===== src/rtl/core_mem_pkg.sv =====
// Shared types for the core memory arbiter: requester IDs and arbiter FSM states.
package core_mem_pkg;

  typedef enum logic {
    ARB_INSTR = 1'b0,
    ARB_DATA  = 1'b1
  } arb_id_t;

  typedef enum logic {
    IDLE   = 1'b0,
    LOCKED = 1'b1
  } arb_state_t;

  function automatic arb_id_t other_id(input arb_id_t id);
    return (id == ARB_INSTR) ? ARB_DATA : ARB_INSTR;
  endfunction

endpackage


===== src/rtl/arb_id_fifo.sv =====
// Response-ID FIFO: remembers which requester owns each outstanding memory transfer.
module arb_id_fifo
  import core_mem_pkg::*;
#(
  parameter int DEPTH = 2
) (
  input  logic    clk,
  input  logic    rst,
  input  logic    push,
  input  logic    pop,
  input  arb_id_t data,
  output arb_id_t head,
  output logic    full,
  output logic    empty
);

  localparam int PTR_W = (DEPTH > 1) ? $clog2(DEPTH) : 1;
  localparam int CNT_W = $clog2(DEPTH + 1);

  arb_id_t          slots [DEPTH];
  logic [PTR_W-1:0] wr_ptr;
  logic [PTR_W-1:0] rd_ptr;
  logic [CNT_W-1:0] count;
  logic             do_push;
  logic             do_pop;

  function automatic logic [PTR_W-1:0] next_ptr(input logic [PTR_W-1:0] ptr);
    return (ptr == PTR_W'(DEPTH - 1)) ? '0 : ptr + PTR_W'(1);
  endfunction

  assign empty   = (count == '0);
  assign full    = (count == CNT_W'(DEPTH));
  assign do_pop  = pop && !empty;
  // A full FIFO still accepts a push when the head leaves in the same cycle.
  assign do_push = push && (!full || do_pop);
  assign head    = slots[rd_ptr];

  always_ff @(posedge clk or posedge rst) begin
    if (rst) begin
      wr_ptr <= '0;
      rd_ptr <= '0;
      count  <= '0;
    end else begin
      if (do_push) wr_ptr <= next_ptr(wr_ptr);
      if (do_pop)  rd_ptr <= next_ptr(rd_ptr);
      case ({do_push, do_pop})
        2'b10:   count <= count + CNT_W'(1);
        2'b01:   count <= count - CNT_W'(1);
        default: count <= count;
      endcase
    end
  end

  always_ff @(posedge clk) begin
    if (do_push) slots[wr_ptr] <= data;
  end

endmodule


===== src/rtl/core_mem_arbiter.sv =====
// Two-requester (instr/data) memory arbiter with in-order response routing.
// Define MEM_ARB_RR_EN for round-robin ties; otherwise data has fixed priority.
module core_mem_arbiter
  import core_mem_pkg::*;
#(
  parameter int ADDR_WIDTH      = 64,
  parameter int DATA_WIDTH      = 64,
  parameter int MAX_OUTSTANDING = 2
) (
  input  logic                    clk_i,
  input  logic                    rst_i,
  input  logic                    instr_req_i,
  input  logic [ADDR_WIDTH-1:0]   instr_addr_i,
  output logic                    instr_gnt_o,
  output logic                    instr_rvalid_o,
  output logic [DATA_WIDTH-1:0]   instr_rdata_o,
  input  logic                    data_req_i,
  input  logic [ADDR_WIDTH-1:0]   data_addr_i,
  input  logic                    data_we_i,
  input  logic [DATA_WIDTH/8-1:0] data_be_i,
  input  logic [DATA_WIDTH-1:0]   data_wdata_i,
  output logic                    data_gnt_o,
  output logic                    data_rvalid_o,
  output logic [DATA_WIDTH-1:0]   data_rdata_o,
  output logic                    mem_req_o,
  output logic [ADDR_WIDTH-1:0]   mem_addr_o,
  output logic                    mem_we_o,
  output logic [DATA_WIDTH/8-1:0] mem_be_o,
  output logic [DATA_WIDTH-1:0]   mem_wdata_o,
  input  logic                    mem_gnt_i,
  input  logic                    mem_rvalid_i,
  input  logic [DATA_WIDTH-1:0]   mem_rdata_i
);

  arb_state_t state;
  arb_id_t    locked_sel;
  arb_id_t    sel;
  arb_id_t    fifo_head;
  logic       fifo_full;
  logic       fifo_empty;
  logic       sel_req;
  logic       can_issue;
  logic       grant;
  logic       pop;

`ifdef MEM_ARB_RR_EN
  arb_id_t rr_ptr;

  // rr_ptr names the requester that wins the next tie.
  always_ff @(posedge clk_i or posedge rst_i) begin
    if (rst_i) begin
      rr_ptr <= ARB_INSTR;
    end else if (grant) begin
      rr_ptr <= other_id(sel);
    end
  end
`endif

  always_comb begin
    sel = ARB_INSTR;
    if (state == LOCKED) begin
      sel = locked_sel;
    end else if (instr_req_i && data_req_i) begin
`ifdef MEM_ARB_RR_EN
      sel = rr_ptr;
`else
      sel = ARB_DATA;
`endif
    end else if (data_req_i) begin
      sel = ARB_DATA;
    end
  end

  assign sel_req   = (sel == ARB_DATA) ? data_req_i : instr_req_i;
  assign pop       = mem_rvalid_i && !fifo_empty;
  assign can_issue = !fifo_full || pop;
  assign mem_req_o = !rst_i && sel_req && can_issue;
  assign grant     = mem_req_o && mem_gnt_i;

  assign mem_addr_o  = (sel == ARB_DATA) ? data_addr_i  : instr_addr_i;
  assign mem_we_o    = (sel == ARB_DATA) ? data_we_i    : 1'b0;
  assign mem_be_o    = (sel == ARB_DATA) ? data_be_i    : '1;
  assign mem_wdata_o = (sel == ARB_DATA) ? data_wdata_i : '0;

  assign instr_gnt_o = grant && (sel == ARB_INSTR);
  assign data_gnt_o  = grant && (sel == ARB_DATA);

  assign instr_rvalid_o = pop && (fifo_head == ARB_INSTR);
  assign data_rvalid_o  = pop && (fifo_head == ARB_DATA);
  assign instr_rdata_o  = mem_rdata_i;
  assign data_rdata_o   = mem_rdata_i;

  // Stay LOCKED on an ungranted request so the address cannot switch under the memory.
  always_ff @(posedge clk_i or posedge rst_i) begin
    if (rst_i) begin
      state      <= IDLE;
      locked_sel <= ARB_INSTR;
    end else begin
      case (state)
        IDLE: begin
          if (mem_req_o && !mem_gnt_i) begin
            state      <= LOCKED;
            locked_sel <= sel;
          end
        end
        LOCKED: begin
          if (grant || !sel_req) state <= IDLE;
        end
        default: state <= IDLE;
      endcase
    end
  end

  arb_id_fifo #(
    .DEPTH(MAX_OUTSTANDING)
  ) u_id_fifo (
    .clk  (clk_i),
    .rst  (rst_i),
    .push (grant),
    .pop  (pop),
    .data (sel),
    .head (fifo_head),
    .full (fifo_full),
    .empty(fifo_empty)
  );

  // A response with nothing outstanding has no owner and is dropped.
  a_no_orphan_rvalid: assert property (@(posedge clk_i) disable iff (rst_i)
    !(mem_rvalid_i && fifo_empty));

endmodule


===== config.mk =====
export PLATFORM = sky130hd
export DESIGN_NAME = core_mem_arbiter
export DESIGN_NICKNAME = d
export VERILOG_FILES = /design/src/rtl/core_mem_pkg.sv /design/src/rtl/arb_id_fifo.sv /design/src/rtl/core_mem_arbiter.sv
export SDC_FILE = /design/constraint.sdc
export NUM_CORES = 1
export LEC_CHECK = 0
export CAP_MARGIN = 10
export CORE_AREA = 2 2 211 213
export CTS_CLUSTER_DIAMETER = 80
export DETAILED_ROUTE_END_ITERATION = 8
export DIE_AREA = 0 0 213 215
export MAX_ROUTING_LAYER = met4
export PLACE_DENSITY = 0.43
export SYNTH_ARGS = -nofsm -noshare
export SYNTH_HDL_FRONTEND = slang
export SYNTH_SLANG_ARGS = --single-unit

===== constraint.sdc =====
create_clock -name clk_i -period 1.8 [get_ports clk_i]
set_input_delay 0.36 -clock clk_i [delete_from_list [all_inputs] [get_ports clk_i]]
set_output_delay 0.36 -clock clk_i [all_outputs]
set_load 0.02 [all_outputs]

==> results.json, run 1 <==
{
  "io_buffers": 348,
  "hold_path_class": "input port to asynchronous set/reset pin",
  "max_stage_delay_ns": 0.40,
  "grt_pass1_vias": 3898,
  "min_period_over_period_pct": 117,
  "max_clock_freq_mhz": 475,
  "worstMarginPinSlew_ns": 0.242,
  "critPathBufInv": 3,
  "rows": 77,
  "area_growth_pct": 142,
  "dieArea_mm2": 0.0458,
  "die_h_um": 215,
  "drc_errors": 0,
  "dp.cells": 1269,
  "slowest_stage": "dfrtp_2",
  "root_buffer": "clkbuf_16",
  "drive_gt1_share_pct": 35.5,
  "synthAdderAreaFrac_pct": 0.469,
  "core_area_mm2": 0.0436,
  "use_met1_pct": 7.10,
  "syn_inst": 454,
  "max_cap_violations": 0,
  "setup_slack_ns": -0.307,
  "crit_top_cell": "nand2_1",
  "grt_max_degree": 32,
  "rsz0062_at_grt": "yes",
  "met2_usage_pct": 13.3,
  "num_io_pins": 541,
  "violations": "negative setup slack",
  "setup_viol": 140,
  "status": "complete, but fails checks",
  "synthMuxAreaShare_pct": 0.751,
  "post-route-min-period_ns": 2.11,
  "synthXorXnorAreaFrac_pct": 1.64,
  "clock_latency_ns": 0.24,
  "finalWirelength_mm": 17.6,
  "critical_path.top_delay_family": "buffers and inverters",
  "synth_top_family_by_area": "simple AND/OR/NAND/NOR gates",
  "ys_warn_count": 0,
  "final_cells": 1294,
  "cp-start-kind": "flip-flop",
  "drt-initial-drc-count": 83,
  "syn-cell-area_mm2": 0.00267,
  "crit_chain": "mux2i_4 -> buf_4 -> buf_12 -> nand2_1 -> nand2_1 -> clkdlybuf4s15_2",
  "grt_pass1_wl_mm": 23.5,
  "gp_congestion": 0.776,
  "holdBufCountCts": 0,
  "worstPathRequired_ns": 1.44,
  "seq_area_frac_synth_pct": 7.89,
  "grt.busiest_layer": "met2",
  "synthDistinctLibCells": 25,
  "ant_nets": 0,
  "worst_ep_arrival_time_ns": 1.75,
  "grt_overflow_total": 0,
  "viasPerCell": 2.85,
  "leakage_nw": 2.94,
  "synthesis.nets": 726,
  "whs_ns": 0.431,
  "wl_per_cell_um": 13.6,
  "grt_use_total_pct": 7.24,
  "crit_path_end_kind": "output port",
  "powerDensity_mw_per_mm2": 951,
  "synthSimpleGateAreaFrac_pct": 46.7,
  "via_count": 3684,
  "path_max_fanout": 31,
  "ys_seq_elements": 8,
  "first_pass_iters": 4,
  "finalMaxSlewViolations": 0,
  "cts_buffers": 3,
  "grt_use_met3_pct": 1.55,
  "start_util_pct": 6.11,
  "max-vdd-ir-drop_uv": 390,
  "cts_tree": "built",
  "clk_path_buf_depth": 2,
  "slew_headroom_pct": 83.4,
  "cts_sinks": 8,
  "dp_hpwl_mm": 12.7,
  "clk_pin_slew_ns": 0.04,
  "criticalPathCategory": "flip-flop to output port",
  "die_w_um": 213,
  "antenna_found_initial": 1,
  "synth_compound_area_share_pct": 1.88,
  "hold_viol": 0,
  "nets": 974,
  "p_total_mw": 6.13,
  "syn_avg_cell_area_um2": 5.87,
  "skew_ns": 0.00141,
  "htree_levels": 1
}
-- Yosys cell counts --
| master | number | share of area, % |
|---|---|---|
| xnor2_1 | 4 | 1.3 |
| ha_1 | 1 | 0.47 |
| edfxtp_1 | 2 | 2.3 |
| dfrtp_1 | 6 | 5.6 |
| clkbuf_1 | 3 | 0.42 |
| a21boi_0 | 1 | 0.28 |
| nand2_1 | 193 | 27 |
| nor2_1 | 8 | 1.1 |
| and3_1 | 1 | 0.23 |
| o211a_1 | 1 | 0.38 |
| nand2b_1 | 8 | 1.9 |
| nand3_1 | 1 | 0.19 |
| nand3_2 | 1 | 0.38 |
| mux2i_1 | 2 | 0.75 |
| a32o_1 | 1 | 0.38 |
| inv_2 | 1 | 0.14 |
| buf_2 | 17 | 3.2 |
| and2_1 | 66 | 15 |
| xor2_1 | 1 | 0.33 |
| o21ai_0 | 1 | 0.19 |
| buf_4 | 130 | 37 |
| a21oi_2 | 1 | 0.33 |
| inv_1 | 2 | 0.28 |
| a2bb2oi_1 | 1 | 0.33 |
| nor2b_1 | 1 | 0.23 |
-- per-layer routing --
| layer | share of wire, % | wire (um) |
|---|---|---|
| met3 | 8.6 | 1510 |
| met1 | 36 | 6330 |
| met2 | 50 | 8880 |
| met5 | 0 | 0 |
| met4 | 5.1 | 895 |
-- placed cells by master, fill, tap and decap left out, drive strengths merged --
master / n
ha: 1
a21boi: 1
nand2b: 8
diode: 1
a2bb2oi: 1
o211a: 1
xor2: 1
inv: 3
nand2: 193
xnor2: 4
a32o: 1
clkbuf: 5
o21ai: 1
clkdlybuf4s50: 204
nor2b: 1
nand3: 2
and2: 66
mux2i: 2
dlygate4sd2: 2
nor2: 8
a21oi: 1
and3: 1
buf: 172
edfxtp: 2
dfrtp: 6
clkdlybuf4s15: 14
-- cell families after synthesis --
| kind of cell | Yosys count |
|---|---|
| muxes | 2 |
| DFF | 8 |
| adders and majority gates | 1 |
| buffers and inverters | 153 |
| AOI/OAI and AO/OA | 6 |
| xor gates and xnor gates | 5 |
| and+or+nand+nor | 279 |
-- final timing paths --
kind,start,end,slack (ns),cells past startpoint
setup reg to reg,locked_sel$_DFFE_PP0P_,u_id_fifo.count[1]$_DFFE_PP0P_,0.04,9
max in group asynchronous,rst_i,state$_DFF_PP0_,1.14,2
setup / recovery,state$_DFF_PP0_,mem_addr_o[40],-0.31,6
min in group clk_i,u_id_fifo.wr_ptr$_DFFE_PP0P_,u_id_fifo.wr_ptr$_DFFE_PP0P_,0.49,1
hold reg to reg,u_id_fifo.wr_ptr$_DFFE_PP0P_,u_id_fifo.wr_ptr$_DFFE_PP0P_,0.49,1
hold / removal,rst_i,u_id_fifo.rd_ptr$_DFFE_PP0P_,0.43,2
-- flip-flops by register name, summed over array words and instances, names as in the netlist --
name / flops
u_id_fifo.count: 2
u_id_fifo.slots: 2
locked_sel: 1
state: 1
u_id_fifo.rd_ptr: 1
u_id_fifo.wr_ptr: 1
-- power by group --
group / total [mW] / leakage [nW] / switching, mW / internal (mW)
Sequential: 0.328 / 0.0879 / 0.0616 / 0.266
Clock: 0.393 / 0.0382 / 0.0975 / 0.296
Combinational: 5.41 / 2.81 / 2.78 / 2.63
-- what timing repair did --
action | 4_1_cts | 5_1_grt
gates resized for setup | 712 | 25
gates cloned | 8 | 0
endpoints found under the setup margin | 146 | 144
setup buffers | 10 | 3
pin swaps | 30 | 5
-- area by class of cell --
type,instances,area [um^2]
antenna,1,2.50
clock buffer,4,78.8
fill,5046,37200
inverter,3,16.3
multi-input combinational,293,1610
sequential,8,211
tap,592,741
timing repair buffer,393,3780
-- through the flow --
step	setup slack (ns)	setup TNS (ns)	util [%]	instance area, um^2
4_1_cts	-0.334	-38.92	14.5	6340
3_3_place_gp	-0.830	-101.70	13.9	6050
2_1_floorplan	0.0925	0	-	2670
6_report	-0.307	-33.95	14.8	6440
5_1_grt	-0.399	-44.39	14.8	6440
3_5_place_dp	-0.870	-103.57	13.9	6050
No activity file was read; power rests on OpenSTA's default activity.
==> run 2, diff against run 1 <==
--- a/config.mk
+++ b/config.mk
@@ -5,11 +5,12 @@
 export SDC_FILE = /design/constraint.sdc
 export NUM_CORES = 1
 export LEC_CHECK = 0
-export CAP_MARGIN = 10
+export CAP_MARGIN = 20
 export CORE_AREA = 2 2 211 213
 export CTS_CLUSTER_DIAMETER = 80
 export DETAILED_ROUTE_END_ITERATION = 8
 export DIE_AREA = 0 0 213 215
+export GPL_ROUTABILITY_DRIVEN = 0
 export MAX_ROUTING_LAYER = met4
 export PLACE_DENSITY = 0.43
 export SYNTH_ARGS = -nofsm -noshare
==> results of run 2 <==
The final DEF is identical to that of run 1; final timing and power are the same.
